[src/rtl/seq_adder_if.sv]
// Handshake and operand/result bundle for the multi-cycle adder/subtractor.
interface seq_adder_if #(
    parameter int WIDTH = 8
);
    logic             start;
    logic             sub;
    logic [WIDTH-1:0] Ain;
    logic [WIDTH-1:0] Bin;
    logic [WIDTH-1:0] S;
    logic             Cout;
    logic             Ovf;
    logic             busy;
    logic             done;

    modport master (
        output start, sub, Ain, Bin,
        input  S, Cout, Ovf, busy, done
    );

    modport slave (
        input  start, sub, Ain, Bin,
        output S, Cout, Ovf, busy, done
    );
endinterface

[src/rtl/seq_adder.sv]
// Multi-cycle two's-complement adder/subtractor: STEP bits per clock, LSB first,
// with carry-out and signed-overflow reporting and a start/busy/done handshake.
module seq_adder #(
    parameter int WIDTH = 8,
    parameter int STEP  = 1
) (
    input  logic        clk,
    input  logic        rst,
    seq_adder_if.slave  bus
);
    localparam int NSTEPS = WIDTH / STEP;
    localparam int CNT_W  = (NSTEPS > 1) ? $clog2(NSTEPS) : 1;
    localparam logic [CNT_W-1:0] CNT_LAST = CNT_W'(NSTEPS - 1);

    typedef enum logic [1:0] {
        ST_IDLE = 2'd0,
        ST_RUN  = 2'd1,
        ST_DONE = 2'd2
    } state_e;

    state_e             state_q, state_d;
    logic [WIDTH-1:0]   a_q, a_d;
    logic [WIDTH-1:0]   b_q, b_d;
    logic [WIDTH-1:0]   res_q, res_d;
    logic               carry_q, carry_d;
    logic [CNT_W-1:0]   cnt_q, cnt_d;
    logic [WIDTH-1:0]   s_q, s_d;
    logic               cout_q, cout_d;
    logic               ovf_q, ovf_d;
    logic               busy_q, busy_d;
    logic               done_q, done_d;

    logic [STEP:0]        sum_ext_s;
    logic                 carry_msb_s;
    logic [WIDTH+STEP-1:0] res_cat_s;
    logic [WIDTH-1:0]     res_shift_s;

    // One STEP-wide slice addition plus the carry into the slice's top bit.
    always_comb begin
        sum_ext_s   = {1'b0, a_q[STEP-1:0]} + {1'b0, b_q[STEP-1:0]}
                    + {{STEP{1'b0}}, carry_q};
        // Carry into the top bit is recovered from its sum bit and operand bits.
        carry_msb_s = sum_ext_s[STEP-1] ^ a_q[STEP-1] ^ b_q[STEP-1];
        // New slice enters at the top; previous partial result moves down.
        res_cat_s   = {sum_ext_s[STEP-1:0], res_q} >> STEP;
        res_shift_s = res_cat_s[WIDTH-1:0];
    end

    // Next-state, datapath updates and registered-output next values.
    always_comb begin
        state_d = state_q;
        a_d     = a_q;
        b_d     = b_q;
        res_d   = res_q;
        carry_d = carry_q;
        cnt_d   = cnt_q;
        s_d     = s_q;
        cout_d  = cout_q;
        ovf_d   = ovf_q;
        case (state_q)
            ST_IDLE, ST_DONE: begin
                if (bus.start) begin
                    a_d     = bus.Ain;
                    b_d     = bus.sub ? ~bus.Bin : bus.Bin;
                    carry_d = bus.sub;
                    res_d   = {WIDTH{1'b0}};
                    cnt_d   = {CNT_W{1'b0}};
                    state_d = ST_RUN;
                end else begin
                    state_d = ST_IDLE;
                end
            end
            ST_RUN: begin
                a_d     = a_q >> STEP;
                b_d     = b_q >> STEP;
                res_d   = res_shift_s;
                carry_d = sum_ext_s[STEP];
                cnt_d   = cnt_q + CNT_W'(1);
                if (cnt_q == CNT_LAST) begin
                    state_d = ST_DONE;
                    s_d     = res_shift_s;
                    cout_d  = sum_ext_s[STEP];
                    ovf_d   = carry_msb_s ^ sum_ext_s[STEP];
                end else begin
                    state_d = ST_RUN;
                end
            end
            default: begin
                state_d = ST_IDLE;
            end
        endcase
        busy_d = (state_d == ST_RUN);
        done_d = (state_d == ST_DONE);
    end

    // State and datapath registers with synchronous reset.
    always_ff @(posedge clk) begin
        if (rst) begin
            state_q <= ST_IDLE;
            a_q     <= {WIDTH{1'b0}};
            b_q     <= {WIDTH{1'b0}};
            res_q   <= {WIDTH{1'b0}};
            carry_q <= 1'b0;
            cnt_q   <= {CNT_W{1'b0}};
            s_q     <= {WIDTH{1'b0}};
            cout_q  <= 1'b0;
            ovf_q   <= 1'b0;
            busy_q  <= 1'b0;
            done_q  <= 1'b0;
        end else begin
            state_q <= state_d;
            a_q     <= a_d;
            b_q     <= b_d;
            res_q   <= res_d;
            carry_q <= carry_d;
            cnt_q   <= cnt_d;
            s_q     <= s_d;
            cout_q  <= cout_d;
            ovf_q   <= ovf_d;
            busy_q  <= busy_d;
            done_q  <= done_d;
        end
    end

    assign bus.S    = s_q;
    assign bus.Cout = cout_q;
    assign bus.Ovf  = ovf_q;
    assign bus.busy = busy_q;
    assign bus.done = done_q;
endmodule

[src/flat_wrapper.sv]
// flat-port wrapper written by rule: the top's interface ports become plain ports
module seq_adder_flat 
#(
    parameter int WIDTH = 8,
    parameter int STEP  = 1
)
  (clk, rst, bus_start, bus_sub, bus_Ain, bus_Bin, bus_S, bus_Cout, bus_Ovf, bus_busy, bus_done);
  seq_adder_if #(.WIDTH(WIDTH)) bus_i ();
  input  logic clk;
  input  logic rst;
  input wire logic [$bits(bus_i.start)-1:0] bus_start;
  input wire logic [$bits(bus_i.sub)-1:0] bus_sub;
  input wire logic [$bits(bus_i.Ain)-1:0] bus_Ain;
  input wire logic [$bits(bus_i.Bin)-1:0] bus_Bin;
  output wire logic [$bits(bus_i.S)-1:0] bus_S;
  output wire logic [$bits(bus_i.Cout)-1:0] bus_Cout;
  output wire logic [$bits(bus_i.Ovf)-1:0] bus_Ovf;
  output wire logic [$bits(bus_i.busy)-1:0] bus_busy;
  output wire logic [$bits(bus_i.done)-1:0] bus_done;
  assign bus_i.start = bus_start;
  assign bus_i.sub = bus_sub;
  assign bus_i.Ain = bus_Ain;
  assign bus_i.Bin = bus_Bin;
  assign bus_S = bus_i.S;
  assign bus_Cout = bus_i.Cout;
  assign bus_Ovf = bus_i.Ovf;
  assign bus_busy = bus_i.busy;
  assign bus_done = bus_i.done;
  seq_adder #(.WIDTH(WIDTH), .STEP(STEP)) u_core (.clk(clk), .rst(rst), .bus(bus_i));
endmodule
[config.mk]
export PLATFORM = sky130hd
export DESIGN_NAME = seq_adder_flat
export DESIGN_NICKNAME = d
export VERILOG_FILES = /design/src/rtl/seq_adder_if.sv /design/src/rtl/seq_adder.sv /design/src/flat_wrapper.sv
export SDC_FILE = /design/constraint.sdc
export NUM_CORES = 1
export LEC_CHECK = 0
export BUFFER_PORTS_ARGS = -buffer_cell sky130_fd_sc_hd__buf_2
export CAP_MARGIN = 20
export CORE_ASPECT_RATIO = 0.8
export CORE_MARGIN = 1.5
export CORE_UTILIZATION = 48
export CTS_BUF_LIST = sky130_fd_sc_hd__clkbuf_8 sky130_fd_sc_hd__clkbuf_16
export DETAILED_ROUTE_END_ITERATION = 16
export GPL_ROUTABILITY_DRIVEN = 0
export PLACE_DENSITY_LB_ADDON = 0.1
export SYNTH_ARGS = -nofsm -noshare
export SYNTH_HDL_FRONTEND = slang
export SYNTH_SLANG_ARGS = --single-unit
[constraint.sdc]
create_clock -name clk -period 1.5 [get_ports clk]
set_input_delay 0.075 -clock clk [delete_from_list [all_inputs] [get_ports clk]]
set_output_delay 0.075 -clock clk [all_outputs]
set_load 0.005 [all_outputs]
==> flow_summary.yaml <==
run_status:
  outcome: "finished clean"
clock_network:
  clockBufferDepth: 2
  root_buffer: "clkbuf_8"
  clk_latency_ns: 0.29
  hold_buffers: 0
  cts_made_buffers: 5
  h-tree-depth: 2
  cts_tree: "done"
  clock_sinks: 41
  clk_pin_slew_worst_paths_ns: 0.08
power:
  irDropWorstVdd_uv: 655
  powerDensity_mw_per_mm2: 1100
  p_leak_nw: 0.799
route:
  dr_wl_met2_mm: 1.63
  drc: 0
  wl_mm: 3.52
  drtAntennaViolNets: 0
  dr.pass1.iters: 4
  top_layer_used: "met4"
  vias_per_cell: 5.51
  vias: 1472
  wl_met1_mm: 1.70
  wl_per_cell_um: 13.2
  drtIter0Drc: 61
  wl_met3_um: 146
sta:
  finalHoldViolCount: 0
  finalCritPeriodShare_pct: 99.2
  rsz0062_at_grt: "true"
  clock-skew-final_ns: 0.00563
  worst_slack_ns: 0.0127
  report.final.slew_viol_count: 0
  fmax_mhz: 672
  slew_headroom_pct: 71.8
  hold-worst-slack_ns: 0.0278
  final.min_clock_period_ns: 1.49
  tightestPinTransition_ns: 0.422
  setup_viol: 0
worst_hold_path:
  min_to: "u_core.a_q[7]"
  worstHoldStart: "bus_Ain[7]"
  whs_path_depth: 3
  min_path_type: "in -> reg"
finish:
  fin_area_mm2: 0.00202
  final_common_cell: "dfxtp_1"
  area_delta_synth_final_pct: 19.9
  fin_nets: 247
  final_cell_mix: "40 x dfxtp_1, 34 x a21oi_1, 31 x buf_2, 27 x nand3_1, 24 x nand2_1"
  drive_gt1_share_pct: 22.7
  diodes: 0
worst_setup_path:
  reg2reg_slack_ns: 0.01
  arrival_ns: 1.69
  cp_cell_sequence: "inv_2 > fa_1 > xnor2_2 > xnor2_1 > a211oi_1"
  crit_fanout: 2
  cpPeakStageDelay_ns: 0.52
  crit_required_ns: 1.70
  start_kind: "flop"
  r2r-end: "u_core.bus.Ovf"
  crit_path_end_kind: "flop"
  crit_type: "reg -> reg"
  reg2reg_depth: 5
  timing.rr.start: "u_core.carry_q"
  slowest_stage: "fa_1"
synthesis:
  syn-num-nets: 217
  synth.cell_area_mm2: 0.00168
  synth.avg_cell_area_um2: 8.68
  yosys_warnings: 0
  ys_ff_latch: 41
  synth_cell_type_count: 22
  synth_cells: 194
  ys_seq_area_share_pct: 48.7
global_route:
  grt_util_all_layers_pct: 19.4
  globalRouteOverflowTotal: 0
  antenna_found_initial: 0
  grt_pass1_wl_mm: 6.04
  grt_pass1_vias: 1374
  grt_max_degree: 42
placement:
  dp_slack_ns: -0.00709
  dpl_cell_area_mm2: 0.00189
  hpwl_mm: 2.15
  io_buffers: 31
floorplan:
  dieArea_mm2: 0.00388
  boundaryPins: 32
  die_h_um: 56.0
  start_util_pct: 49.5
  core_mm2: 0.00340
  die_w_um: 69.2
  core.rowCount: 19
flow_run:
  max-cap-violations: 0
flip-flops by register name (all words and copies together), names as in the netlist:
| name | flops |
|---|---|
| u_core.a_q | 8 |
| u_core.b_q | 8 |
| u_core.bus.done | 1 |
| u_core.bus.Cout | 1 |
| u_core.carry_q | 1 |
| u_core.cnt_q | 3 |
| u_core.state_q | 2 |
| u_core.res_q | 7 |
| u_core.bus.Ovf | 1 |
| u_core.bus.S | 8 |
| u_core.bus.busy | 1 |
critical path: cells and delay by family (launching register included):
family,cells,cell delay (ns)
fa+ha+maj,1,0.52
flops,1,0.34
xor+xnor,2,0.29
buf+inv,1,0.04
compound gates,1,0.22
kinds of logic after synthesis:
family	share of synthesized area (%)
flops	48.7
compound gates	18.6
buf+inv	6.02
xor+xnor	5.72
simple gates	18.2
fa+ha+maj	2.67
power breakdown:
group	switching, W	internal [W]	total, W
clock network	0.000360	0.000416	0.000775
registers	0.0000250	0.00113	0.00116
logic	0.000159	0.000138	0.000297
metal layers:
metal | global-route usage (%) | vias to the layer above
met5 | 0 | -
met4 | 8.12 | 0
met3 | 5.25 | 7
li1 | - | 734
met1 | 23.8 | 690
met2 | 32.4 | 41
how the worst max path moves through the flow:
stage / cells past startpoint / to / slack [ns] / from
2_1_floorplan: 5 / u_core.bus.Ovf / 0.06 / u_core.b_q[0]
3_3_place_gp: 5 / u_core.bus.Ovf / 0.05 / u_core.carry_q
3_5_place_dp: 5 / u_core.bus.Ovf / -0.007 / u_core.carry_q
4_1_cts: 5 / u_core.bus.Ovf / 0.02 / u_core.a_q[0]
5_1_grt: 5 / u_core.bus.Ovf / -0.06 / u_core.carry_q
6_report: 5 / u_core.bus.Ovf / 0.01 / u_core.carry_q
through the flow:
stage | cells | power (W) | util [%] | TNS [ns]
2_1_floorplan | 194 | 0.00137 | - | 0
3_3_place_gp | 257 | 0.00145 | 55.6 | 0
3_5_place_dp | 257 | 0.00146 | 55.6 | -0.00709
4_1_cts | 266 | 0.00225 | 58.9 | 0
5_1_grt | 267 | 0.00233 | 59.4 | -0.0605
6_report | 267 | 0.00223 | 59.4 | 0
cells in the mapped netlist:
library cell	n	area (µm²)
a2bb2oi_1	1	8.76
nand3_1	27	135
nor2b_1	1	6.26
dfxtp_1	41	821
and2b_1	1	7.51
nand2b_1	4	25.0
inv_1	3	11.3
ha_1	2	25.0
a21oi_1	34	170
clkbuf_1	6	22.5
a211oi_1	3	22.5
xor2_1	8	70.1
buf_2	6	30.0
fa_1	1	20.0
nand3b_1	1	7.51
nand2_1	24	90.1
buf_4	5	37.5
o21a_1	1	7.51
a22oi_1	14	105
and3b_1	1	8.76
nor2_1	7	26.3
xnor2_1	3	26.3
repair_timing:
action,in CTS,in global routing
cloned,0,1
setup buffers,1,0
hold endpoints to repair,0,0
resized for setup,1,3
endpoints found under the setup margin,2,3
pin swaps,3,4
layout make-up:
type / count / area, µm²
Clock buffer: 7 / 96.3
Multi-Input combinational cell: 134 / 779
Sequential cell: 41 / 822
Clock inverter: 1 / 5.00
Inverter: 3 / 11.3
Tap cell: 42 / 52.6
Fill cell: 329 / 1380
Timing Repair Buffer: 39 / 253
No activity file was read; power rests on OpenSTA's default activity.
